<file path="src/rtl/pointwise_vec_alu_pkg.sv">
// Shared definitions for the pointwise vector ALU: op encoding, FSM states,
// default element widths and the default element count taken from `MAX_NEURONS.
`ifndef MAX_NEURONS
`define MAX_NEURONS 8
`endif

package pointwise_vec_alu_pkg;

    localparam int DEF_DATA_W = 16;
    localparam int DEF_FRAC_W = 8;

    typedef enum logic [1:0] {
        OP_SUB  = 2'b00,
        OP_ADD  = 2'b01,
        OP_MUL  = 2'b10,
        OP_RSUB = 2'b11
    } alu_op_e;

    typedef enum logic [1:0] {
        ST_IDLE = 2'b00,
        ST_RUN  = 2'b01,
        ST_DONE = 2'b10
    } alu_state_e;

endpackage

</file>
<file path="src/rtl/pointwise_lane.sv">
// One element of the pointwise ALU: SUB/ADD/MUL/RSUB with overflow detection.
// Overflow policy: wrap by default, clamp when POINTWISE_SATURATE_EN is defined.
module pointwise_lane
    import pointwise_vec_alu_pkg::*;
#(
    parameter int DATA_W = DEF_DATA_W,
    parameter int FRAC_W = DEF_FRAC_W
) (
    input  alu_op_e            op,
    input  logic [DATA_W-1:0]  a,
    input  logic [DATA_W-1:0]  b,
    output logic [DATA_W-1:0]  res,
    output logic               ovf
);

    localparam int PW = 2 * DATA_W;

    logic signed [PW-1:0] a_ext_s;
    logic signed [PW-1:0] b_ext_s;
    logic signed [PW-1:0] prod_s;
    logic signed [PW-1:0] wide_s;

    assign a_ext_s = {{(PW-DATA_W){a[DATA_W-1]}}, a};
    assign b_ext_s = {{(PW-DATA_W){b[DATA_W-1]}}, b};
    assign prod_s  = a_ext_s * b_ext_s;

    // Full-precision result of the selected operation
    always_comb begin
        wide_s = '0;
        case (op)
            OP_SUB:  wide_s = a_ext_s - b_ext_s;
            OP_ADD:  wide_s = a_ext_s + b_ext_s;
            OP_MUL:  wide_s = prod_s >>> FRAC_W;
            OP_RSUB: wide_s = b_ext_s - a_ext_s;
            default: wide_s = '0;
        endcase
    end

    // Representable only if every bit above the result's sign bit repeats it
    assign ovf = (wide_s[PW-1:DATA_W-1] != {(PW-DATA_W+1){wide_s[DATA_W-1]}});

`ifdef POINTWISE_SATURATE_EN
    assign res = ovf ? (wide_s[PW-1] ? {1'b1, {(DATA_W-1){1'b0}}}
                                     : {1'b0, {(DATA_W-1){1'b1}}})
                     : wide_s[DATA_W-1:0];
`else
    assign res = wide_s[DATA_W-1:0];
`endif

endmodule

</file>
<file path="src/rtl/pointwise_vec_alu.sv">
// Pointwise vector ALU: accepts a vector pair, streams it LANES elements per
// cycle through pointwise_lane, presents the full result (POINTWISE_SATURATE_EN
// selects clamp instead of wrap on overflow).
module pointwise_vec_alu
    import pointwise_vec_alu_pkg::*;
#(
    parameter int DATA_W = DEF_DATA_W,
    parameter int FRAC_W = DEF_FRAC_W,
    parameter int N      = `MAX_NEURONS,
    parameter int LANES  = 4
) (
    input  logic                clk,
    input  logic                rst,
    input  logic                in_valid,
    output logic                in_ready,
    input  logic [1:0]          op,
    input  logic [N*DATA_W-1:0] vec_a,
    input  logic [N*DATA_W-1:0] vec_b,
    output logic                out_valid,
    input  logic                out_ready,
    output logic [N*DATA_W-1:0] vec_out,
    output logic                ovf
);

    localparam int NCHUNK = N / LANES;
    localparam int CW     = LANES * DATA_W;
    localparam int VW     = N * DATA_W;
    localparam int KW     = $clog2(NCHUNK + 1);
    localparam logic [KW-1:0] K_LAST = KW'(NCHUNK);

    alu_state_e       state_r;
    alu_state_e       state_nx_s;
    logic [KW-1:0]    k_r;
    logic [VW-1:0]    a_r;
    logic [VW-1:0]    b_r;
    alu_op_e          op_r;
    logic [VW-1:0]    out_r;
    logic [VW-1:0]    out_next_s;
    logic             ovf_r;
    logic [CW-1:0]    lane_res_s;
    logic [CW-1:0]    lane_res_r;
    logic [LANES-1:0] lane_ovf_s;
    logic             lane_ovf_r;
    logic             accept_s;

    assign in_ready  = (state_r == ST_IDLE);
    assign out_valid = (state_r == ST_DONE);
    assign vec_out   = out_r;
    assign ovf       = ovf_r;
    assign accept_s  = (state_r == ST_IDLE) && in_valid;

    // Operand registers shift down one chunk per RUN cycle, so lanes always read the low chunk
    generate
        for (genvar l = 0; l < LANES; l++) begin : g_lane
            pointwise_lane #(
                .DATA_W (DATA_W),
                .FRAC_W (FRAC_W)
            ) u_lane (
                .op  (op_r),
                .a   (a_r[l*DATA_W +: DATA_W]),
                .b   (b_r[l*DATA_W +: DATA_W]),
                .res (lane_res_s[l*DATA_W +: DATA_W]),
                .ovf (lane_ovf_s[l])
            );
        end

        // Finished chunks enter at the top; after NCHUNK writes chunk 0 sits at the bottom
        if (NCHUNK > 1) begin : g_shift
            assign out_next_s = {lane_res_r, out_r[VW-1:CW]};
        end else begin : g_noshift
            assign out_next_s = lane_res_r;
        end
    endgenerate

    // Next-state decode for the IDLE/RUN/DONE handshake sequence
    always_comb begin
        state_nx_s = state_r;
        case (state_r)
            ST_IDLE: begin
                if (in_valid) state_nx_s = ST_RUN;
                else          state_nx_s = ST_IDLE;
            end
            ST_RUN: begin
                if (k_r == K_LAST) state_nx_s = ST_DONE;
                else               state_nx_s = ST_RUN;
            end
            ST_DONE: begin
                if (out_ready) state_nx_s = ST_IDLE;
                else           state_nx_s = ST_DONE;
            end
            default: state_nx_s = ST_IDLE;
        endcase
    end

    // FSM state register
    always_ff @(posedge clk) begin
        if (rst) state_r <= ST_IDLE;
        else     state_r <= state_nx_s;
    end

    // Operand capture on accept and chunk shifting during RUN
    always_ff @(posedge clk) begin
        if (rst) begin
            a_r  <= '0;
            b_r  <= '0;
            op_r <= OP_SUB;
        end else if (accept_s) begin
            a_r  <= vec_a;
            b_r  <= vec_b;
            op_r <= alu_op_e'(op);
        end else if (state_r == ST_RUN) begin
            a_r  <= a_r >> CW;
            b_r  <= b_r >> CW;
        end
    end

    // Chunk index and one-cycle lane result register
    always_ff @(posedge clk) begin
        if (rst) begin
            k_r        <= '0;
            lane_res_r <= '0;
            lane_ovf_r <= 1'b0;
        end else if (accept_s) begin
            k_r        <= '0;
        end else if (state_r == ST_RUN) begin
            k_r        <= k_r + KW'(1);
            lane_res_r <= lane_res_s;
            lane_ovf_r <= |lane_ovf_s;
        end
    end

    // Result assembly and sticky per-vector overflow flag
    always_ff @(posedge clk) begin
        if (rst) begin
            out_r <= '0;
            ovf_r <= 1'b0;
        end else if (accept_s) begin
            ovf_r <= 1'b0;
        end else if ((state_r == ST_RUN) && (k_r != {KW{1'b0}})) begin
            out_r <= out_next_s;
            ovf_r <= ovf_r | lane_ovf_r;
        end
    end

endmodule

</file>
<file path="config.mk">
export PLATFORM = sky130hd
export DESIGN_NAME = pointwise_vec_alu
export DESIGN_NICKNAME = d
export VERILOG_FILES = /design/src/rtl/pointwise_vec_alu_pkg.sv /design/src/rtl/pointwise_lane.sv /design/src/rtl/pointwise_vec_alu.sv
export SDC_FILE = /design/constraint.sdc
export NUM_CORES = 2
export LEC_CHECK = 0
export ABC_AREA = 1
export BUFFER_PORTS_ARGS = -buffer_cell sky130_fd_sc_hd__buf_4
export CAP_MARGIN = 20
export CORE_MARGIN = 5
export CORE_UTILIZATION = 35
export DETAILED_ROUTE_END_ITERATION = 12
export GPL_TIMING_DRIVEN = 0
export SLEW_MARGIN = 20
export SYNTH_ARGS = -nofsm -noshare
export SYNTH_HDL_FRONTEND = slang
export SYNTH_HIERARCHICAL = 1
export SYNTH_SLANG_ARGS = --single-unit
export TNS_END_PERCENT = 10
</file>
<file path="constraint.sdc">
create_clock -name clk -period 13 [get_ports clk]
set_clock_uncertainty 0.2 [all_clocks]
set_input_delay 0 -clock clk [delete_from_list [all_inputs] [get_ports clk]]
set_output_delay 0 -clock clk [all_outputs]
set_load 0.01 [all_outputs]
</file>
After elaboration in Yosys (flattened, before gate mapping)
Cells that the tools add are included.
Word-level totals
  bits in registers: 456
  bits in latches: 0
  bits in writable memories: 0
  bits in read-only memories: 0
  input bits: 262
  logic and storage cells: 60
  memories kept: 0
Cells by class
  add/subtract/negate cells: 13
  multiply operators: 4
  divide/modulo/power cells: 0
  magnitude comparators: 0
  equality and inequality tests: 10
  shift-type cells: 0
  mux-type cells: 12
  bitwise operators: 2
  reduce and logical (&&, ||, !) cells: 10
Operators with widths (number)
  $mux W128: 4
  $pmux W32 S4: 4
  $sub A16 B16 Y17: 8
  $mul A16 B16 Y32: 4
  $add A16 B16 Y17: 4
  $ne A16 B16 Y1: 4
  $eq A2 B2 Y1 const B: 4
  $pmux W2 S3: 1
  $eq A2 B1 Y1 const B: 2
  $logic_not A2 Y1: 2
  $mux W2: 2
  $reduce_and A2 Y1: 2
  $reduce_bool A2 Y1: 2
  $reduce_or A4 Y1: 1
  $add A2 B1 Y2 const B: 1
  $logic_and A1 B1 Y1: 2
  $reduce_or A2 Y1: 1
  $mux W1: 1
  $not A1 Y1: 1
  $or A1 B1 Y1: 1

Depth between registers and ports, before layout
  depth after elaboration: 4
  gate-level depth with buffers: 36

By module
The synthesis kept the hierarchy.
By module, submodules not included
  pointwise_vec_alu: times used 1, cells an instance 2529, area each 17598.1 µm²
  pointwise_lane (g_lane[0].u_lane): times used 1, cells an instance 2057, area each 13815.8 µm²
  pointwise_lane (g_lane[1].u_lane): times used 1, cells an instance 1972, area each 13778.2 µm²
  pointwise_lane (g_lane[3].u_lane): times used 1, cells an instance 1989, area each 13741.9 µm²
  pointwise_lane (g_lane[2].u_lane): times used 1, cells an instance 1954, area each 13469.2 µm²

Worst setup path before layout
No wires, ideal clock.
  path type: register -> register
  start: register b_r[5]
  end: register lane_ovf_r
  setup time: 122 ps
  arrival: 6358 ps
  data required time: 12678 ps
  setup slack: 6320 ps
  stages on the path, launching flop included: 28
  period minus slack after synthesis: 6680 ps
  cell sequence: dfxtp_1 clkbuf_1 clkbuf_1 nand2_1 fa_1 inv_1 fa_1 inv_1 fa_1 fa_1 fa_1 fa_1 inv_1 ha_1 nand2_1 nor2_1 inv_2 nor2_1 nand3_1 o21bai_1 nand3_1 nand3_1 o21ai_1 nand3_1 nand2_1 nand3_1 nor3_1 a21oi_1
Between the ends
  cells in the longest elaborated chain, start to end: 4
Ends and longest elaborated chain
  start: declaration: RTL line pointwise_vec_alu.sv:35  | logic [VW-1:0] b_r;
  start signal: assignment: RTL line pointwise_vec_alu.sv:109  | b_r <= vec_b;
  start signal: assignment: RTL line pointwise_vec_alu.sv:113  | b_r <= b_r >> CW;
  $mul A16 B16 Y32 (tied with other cells): RTL line pointwise_lane.sv:25  | assign prod_s = a_ext_s * b_ext_s;
  $pmux W32 S4 (*): RTL line pointwise_lane.sv:30  | case (op)
  $ne A16 B16 Y1 (*): RTL line pointwise_lane.sv:40  | assign ovf = (wide_s[PW-1:DATA_W-1] != {(PW-DATA_W+1){wide_s[DATA_W-1]}});
  via lane_ovf_s[0]: RTL line pointwise_vec_alu.sv:42  | logic [LANES-1:0] lane_ovf_s;
  $reduce_or A4 Y1 (*): RTL line pointwise_vec_alu.sv:128  | lane_ovf_r <= |lane_ovf_s;
  end signal: assignment: RTL line pointwise_vec_alu.sv:128
  end: declaration: RTL line pointwise_vec_alu.sv:43  | logic lane_ovf_r;
Mark *: on every way through the listed nets, which the timed path passes. The rest lies on a longest branch.
A chain may end at the register's enable or synchronous reset.

Final worst setup path
  start: register b_r[54]
  end: register lane_ovf_r
The elaborated chain is that of the path after synthesis.

==> run summary <==
The net total in the final layout is 13.2k. The logs give 0.0204 ns for the worst hold slack across all endpoints and 0.155 for the headroom to the max-slew limit. The part of the cycle the worst path needs works out to 0.649. The pin slew with the least headroom to its limit came out at 1.27 ns. For the combined flip-flop and latch cell area, the log shows 0.00913 mm2.

Setup violations remaining at the end of the flow were counted as 0. The tools report the portion of the post-synthesis area used by sequential elements as 0.126. The power density normalized to cell area is 73.1 mW/mm2. Relative to the synthesized area, the layout overhead comes to 17.1%. For the total global routing track utilization, the log shows 0.267.

The floorplan step set the die width to 465 um. In this run the most critical hold path is launched from vec_b[45]. The share of total power in the clock network is 0.269. The kind of launch point of the worst setup path was a flip-flop.

The internal cell power is 3450 uW. The number of buffer and inverter instances along the worst setup path was 6. In this run the worst hold path is classified as input pin to flip-flop. The data arrival time at the worst-slack endpoint is 8.84 ns, and the weighted congestion reported at the end of routability-driven placement is 1.01.

The maximum buffer depth of the clock tree was 3. TritonCTS built the clock tree. The arithmetic-cell share of the synthesized area counting full adders, half adders and majority gates is 0.380.

The startpoint identified for the worst register-to-register timing path is b_r[54]. The maximum ir drop on the vdd rail was 0.0947 mV. The switching power share of the total was 0.444; the routed wire length per instance was 20.8 um. Summed over all failing endpoints, the final setup total negative slack is 0 ns. The flow ran to the end, and the final reports show no timing, DRC or antenna violations. The logs give 2 for the H-tree depth and 5742 for the detailed router's first-iteration violation count. The logs give 2750 uW for the switching power of the nets and 456 for the clock sink count. The logs give 68.4k for the number of global-route vias before repair and 13.39 ns for the required time at the worst-slack endpoint. Clock tree synthesis selected as its root buffer the cell sky130_fd_sc_hd__clkbuf_16.

The multiplexer share of the synthesized area is 0. The simple logic cell fraction of the synthesized area is 0.247, and the final critical path time including I/O delays and setup is 8.44 ns. The dominant delay contributor by cell family on the critical path was adder cells.

Synthesis inferred 456 register bits. The logs give 0 for the number of slew-limit violations in the final report and 0 for the number of gates resized after cts. Clock tree synthesis inserted a total of 56 buffers. The core area is 0.206 mm2, and the xor and xnor fraction of the mapped netlist area is 0.00919. The category of the critical setup timing path is flip-flop to flip-flop.

The standby leakage power came out at 0.0461 uW. The logs give 8 for the number of antenna violations at the first check in global routing and 69.5k for the number of vias in the routed layout. The first global-routing pass estimated 435000 um of wire. Summing all multi-input logic gate instances after layout gives 0.0521 mm2. After synthesis, the netlist uses 56 different library cells. In this run, synthesis inferred 0 flip-flops with an integrated enable.

The average footprint of a synthesized cell works out to 6.89 um2. The overall routed net length is 294000 um. The worst setup path is captured at a flip-flop. Entering global routing, the biggest net connects 18 pins. The tools report the combinational group share of total power as 0.473. Share of total power in sequential cells: 0.258. The DRC violations left was 0; the amount of wire on met2 after detailed routing was 130000 um. The cell count after synthesis came out at 10.5k. In the routed layout, each cell is associated on average with a via count of 4.92. The residual overflow from global routing is 0, and the number of buffers inserted by port buffering is 391. Setup repair after global routing left no endpoint under its margin.

In this run the count of I/O pins placed on the die edge is 393. For this run, the number of Yosys warnings is 6. Effective utilization at floorplan: 0.351.

For the half-perimeter wire length of the detailed placement result, the log shows 244000 um. After filler insertion, the fill cell instance count of the layout stands at 21.6k. On the worst path, the slowest cell contributes a delay of 0.64 ns. Before antenna repair, the detailed router went through 8 iterations.

After detailed routing, the met3 layer carries 22900 um of wire. In this run the worst path has a maximum fanout of 10. For this design, the slowest cell found on the critical path is sky130_fd_sc_hd__clkbuf_1. The largest family of logic cells by synthesized area is adder cells. The clock-pin slew reported for the worst setup and hold paths after clock tree synthesis was 0.06 ns.

The met1 layer wirelength in the final routing was 116000 um; the total of hold buffers inserted after clock tree synthesis was 402. The share of cells above drive strength 1 was 0.0752; the final hold violation count was 0. The number of buffers inserted to repair setup after CTS was 0; the summed instance area of the synthesized netlist was 0.0724 mm2.

Signal routing reaches up to met4. The run gives 0.72 ns as the clock latency of the later-clocked register in the worst-skew pair. The floorplan has 167 rows.

The synthesized-area fraction occupied by ao, oa, aoi and oai cells is 0.0823, and the share of synthesized flip-flops with an asynchronous set or reset is 0. Synthesis produced a netlist with a net count of 12.3k. The detail route stage leaves a number of antenna-violating nets equal to 0. In the synthesized netlist the dominant register cell turns out to be sky130_fd_sc_hd__dfxtp_1. The die is 465 um tall.

Max-cap violations in this run came to 0. The achievable frequency was 118 MHz. The floorplan die area came out at 0.216 mm2.

Launching instance or port of the critical path: b_r[54].
==> synthesized netlist by cell type (8+ instances only) <==
| cell type | count | area (um2) |
|---|---|---|
| sky130_fd_sc_hd__buf_6 | 13 | 146 |
| sky130_fd_sc_hd__inv_2 | 44 | 165 |
| sky130_fd_sc_hd__nor2_2 | 25 | 156 |
| sky130_fd_sc_hd__nand3b_1 | 11 | 82.6 |
| sky130_fd_sc_hd__clkbuf_1 | 305 | 1140 |
| sky130_fd_sc_hd__nor2_1 | 1021 | 3830 |
| sky130_fd_sc_hd__nor3_1 | 44 | 220 |
| sky130_fd_sc_hd__dfxtp_1 | 456 | 9130 |
| sky130_fd_sc_hd__a21oi_1 | 446 | 2230 |
| sky130_fd_sc_hd__xnor2_1 | 17 | 149 |
| sky130_fd_sc_hd__and2_1 | 8 | 50.1 |
| sky130_fd_sc_hd__ha_1 | 510 | 6380 |
| sky130_fd_sc_hd__inv_1 | 2380 | 8930 |
| sky130_fd_sc_hd__a211oi_1 | 8 | 60.1 |
| sky130_fd_sc_hd__buf_2 | 103 | 515 |
| sky130_fd_sc_hd__a21o_1 | 15 | 113 |
| sky130_fd_sc_hd__fa_1 | 1056 | 21100 |
| sky130_fd_sc_hd__nand3_2 | 24 | 240 |
| sky130_fd_sc_hd__a21oi_2 | 12 | 105 |
| sky130_fd_sc_hd__o21bai_1 | 41 | 308 |
| sky130_fd_sc_hd__o21ai_1 | 28 | 140 |
| sky130_fd_sc_hd__buf_4 | 28 | 210 |
| sky130_fd_sc_hd__o2111ai_1 | 34 | 298 |
| sky130_fd_sc_hd__xor2_1 | 59 | 517 |
| sky130_fd_sc_hd__a21boi_0 | 28 | 210 |
| sky130_fd_sc_hd__o21ai_0 | 415 | 2080 |
| sky130_fd_sc_hd__o211ai_1 | 8 | 60.1 |
| sky130_fd_sc_hd__nand4_1 | 52 | 325 |
| sky130_fd_sc_hd__nand2_1 | 2757 | 10300 |
| sky130_fd_sc_hd__o21ai_2 | 9 | 78.8 |
| sky130_fd_sc_hd__nand3_1 | 368 | 1840 |
| sky130_fd_sc_hd__buf_1 | 18 | 67.6 |
| sky130_fd_sc_hd__or2_2 | 29 | 181 |
| sky130_fd_sc_hd__nand2_2 | 51 | 319 |
| sky130_fd_sc_hd__a31oi_1 | 20 | 125 |
==> cells by family (layout without fill, tap and decap cells) <==
| family | Yosys count | in the layout |
|---|---|---|
| simple gates | 4424 | 4424 |
| buf+inv | 2897 | 3797 |
| fa+ha+maj | 1566 | 1566 |
| compound gates | 1082 | 1082 |
| flops | 456 | 456 |
| xor+xnor | 76 | 76 |
| other cells | 0 | 11 |
==> cell usage in the layout, fill, tap and decap left out, types with 8 or more instances in the layout <==
master / n
sky130_fd_sc_hd__a31oi_1: 20
sky130_fd_sc_hd__nand3_2: 24
sky130_fd_sc_hd__ha_1: 510
sky130_fd_sc_hd__and2_1: 8
sky130_fd_sc_hd__buf_2: 103
sky130_fd_sc_hd__o211ai_1: 8
sky130_fd_sc_hd__clkbuf_2: 14
sky130_fd_sc_hd__inv_1: 2380
sky130_fd_sc_hd__o21ai_2: 9
sky130_fd_sc_hd__nor2_2: 25
sky130_fd_sc_hd__clkbuf_16: 56
sky130_fd_sc_hd__xnor2_1: 17
sky130_fd_sc_hd__nand4_1: 52
sky130_fd_sc_hd__dfxtp_1: 454
sky130_fd_sc_hd__o21ai_1: 28
sky130_fd_sc_hd__a21oi_1: 446
sky130_fd_sc_hd__xor2_1: 59
sky130_fd_sc_hd__inv_2: 44
sky130_fd_sc_hd__buf_6: 13
sky130_fd_sc_hd__diode_2: 11
sky130_fd_sc_hd__clkbuf_1: 310
sky130_fd_sc_hd__nand2_2: 51
sky130_fd_sc_hd__a21boi_0: 28
sky130_fd_sc_hd__o21ai_0: 415
sky130_fd_sc_hd__a21oi_2: 12
sky130_fd_sc_hd__nand3_1: 368
sky130_fd_sc_hd__nand2_1: 2757
sky130_fd_sc_hd__clkbuf_8: 13
sky130_fd_sc_hd__buf_1: 18
sky130_fd_sc_hd__or2_2: 29
sky130_fd_sc_hd__dlygate4sd3_1: 402
sky130_fd_sc_hd__buf_4: 419
sky130_fd_sc_hd__o21bai_1: 41
sky130_fd_sc_hd__nor2_1: 1021
sky130_fd_sc_hd__nor3_1: 44
sky130_fd_sc_hd__a211oi_1: 8
sky130_fd_sc_hd__a21o_1: 15
sky130_fd_sc_hd__fa_1: 1056
sky130_fd_sc_hd__nand3b_1: 11
sky130_fd_sc_hd__o2111ai_1: 34
==> cell type report <==
cell class              count  share of cell area
multi-input cells        7148               0.614
flip-flops and latches    456               0.108
inverters                2425               0.107
repair buffers            797              0.0831
well taps                2704              0.0399
plain buffers             472              0.0251
clock buffers              83              0.0191
clock inverters            20             0.00376
diodes                     11            0.000325
==> worst register-to-register path: cells and delay by family, from the launching register on <==
kind / cells / cell delay [ns]
compound gates: 2 / 0.24
fa+ha+maj: 7 / 3.53
buf+inv: 6 / 1.67
flops: 1 / 0.49
simple gates: 13 / 2.22
==> path summary, 6_finish.rpt <==
check / end / slack [ns] / cells past startpoint
worst max register to register: lane_ovf_r / 4.56 / 28
worst min register to register: b_r[77] / 0.26 / 2
worst max-delay path: lane_ovf_r / 4.56 / 28
worst min-delay path: b_r[45] / 0.02 / 6
==> power groups by stage <==
stage / Clock (uW) / Combinational [uW] / Sequential (uW)
5_1_grt: 1740 / 3220 / 1610
4_1_cts: 1680 / 2880 / 1600
6_report: 1670 / 2930 / 1600
3_5_place_dp: 0 / 2770 / 1630
2_1_floorplan: 0 / 1800 / 1570
3_3_place_gp: 0 / 2760 / 1630
==> routing by layer <==
| layer | track usage | vias up |
|---|---|---|
| met3 | 0.0466 | 606 |
| li1 | - | 32794 |
| met4 | 0.181 | 0 |
| met2 | 0.423 | 2832 |
| met5 | 0 | - |
| met1 | 0.333 | 33256 |
==> through the flow <==
stage / cells / cell area (um2) / setup WS (ns) / util / power [uW]
3_3_place_gp: 13596 / 78700 / 4.73 / 0.381 / 4390
2_1_floorplan: 10501 / 72400 / 6.32 / - / 3370
4_1_cts: 14104 / 84800 / 4.75 / 0.411 / 6160
5_1_grt: 14110 / 84800 / 4.27 / 0.411 / 6570
6_report: 14116 / 84800 / 4.56 / 0.411 / 6200
3_5_place_dp: 13599 / 78800 / 4.73 / 0.382 / 4400
==> registers in the layout, summed over array words and instances, names as in the netlist, 2 cells and up <==
signal and cells:
a_r 128, b_r 128, k_r 2, lane_res_r 64, op_r 2, state_r 2
vec_out 128
(Power assumes the default switching activity.)
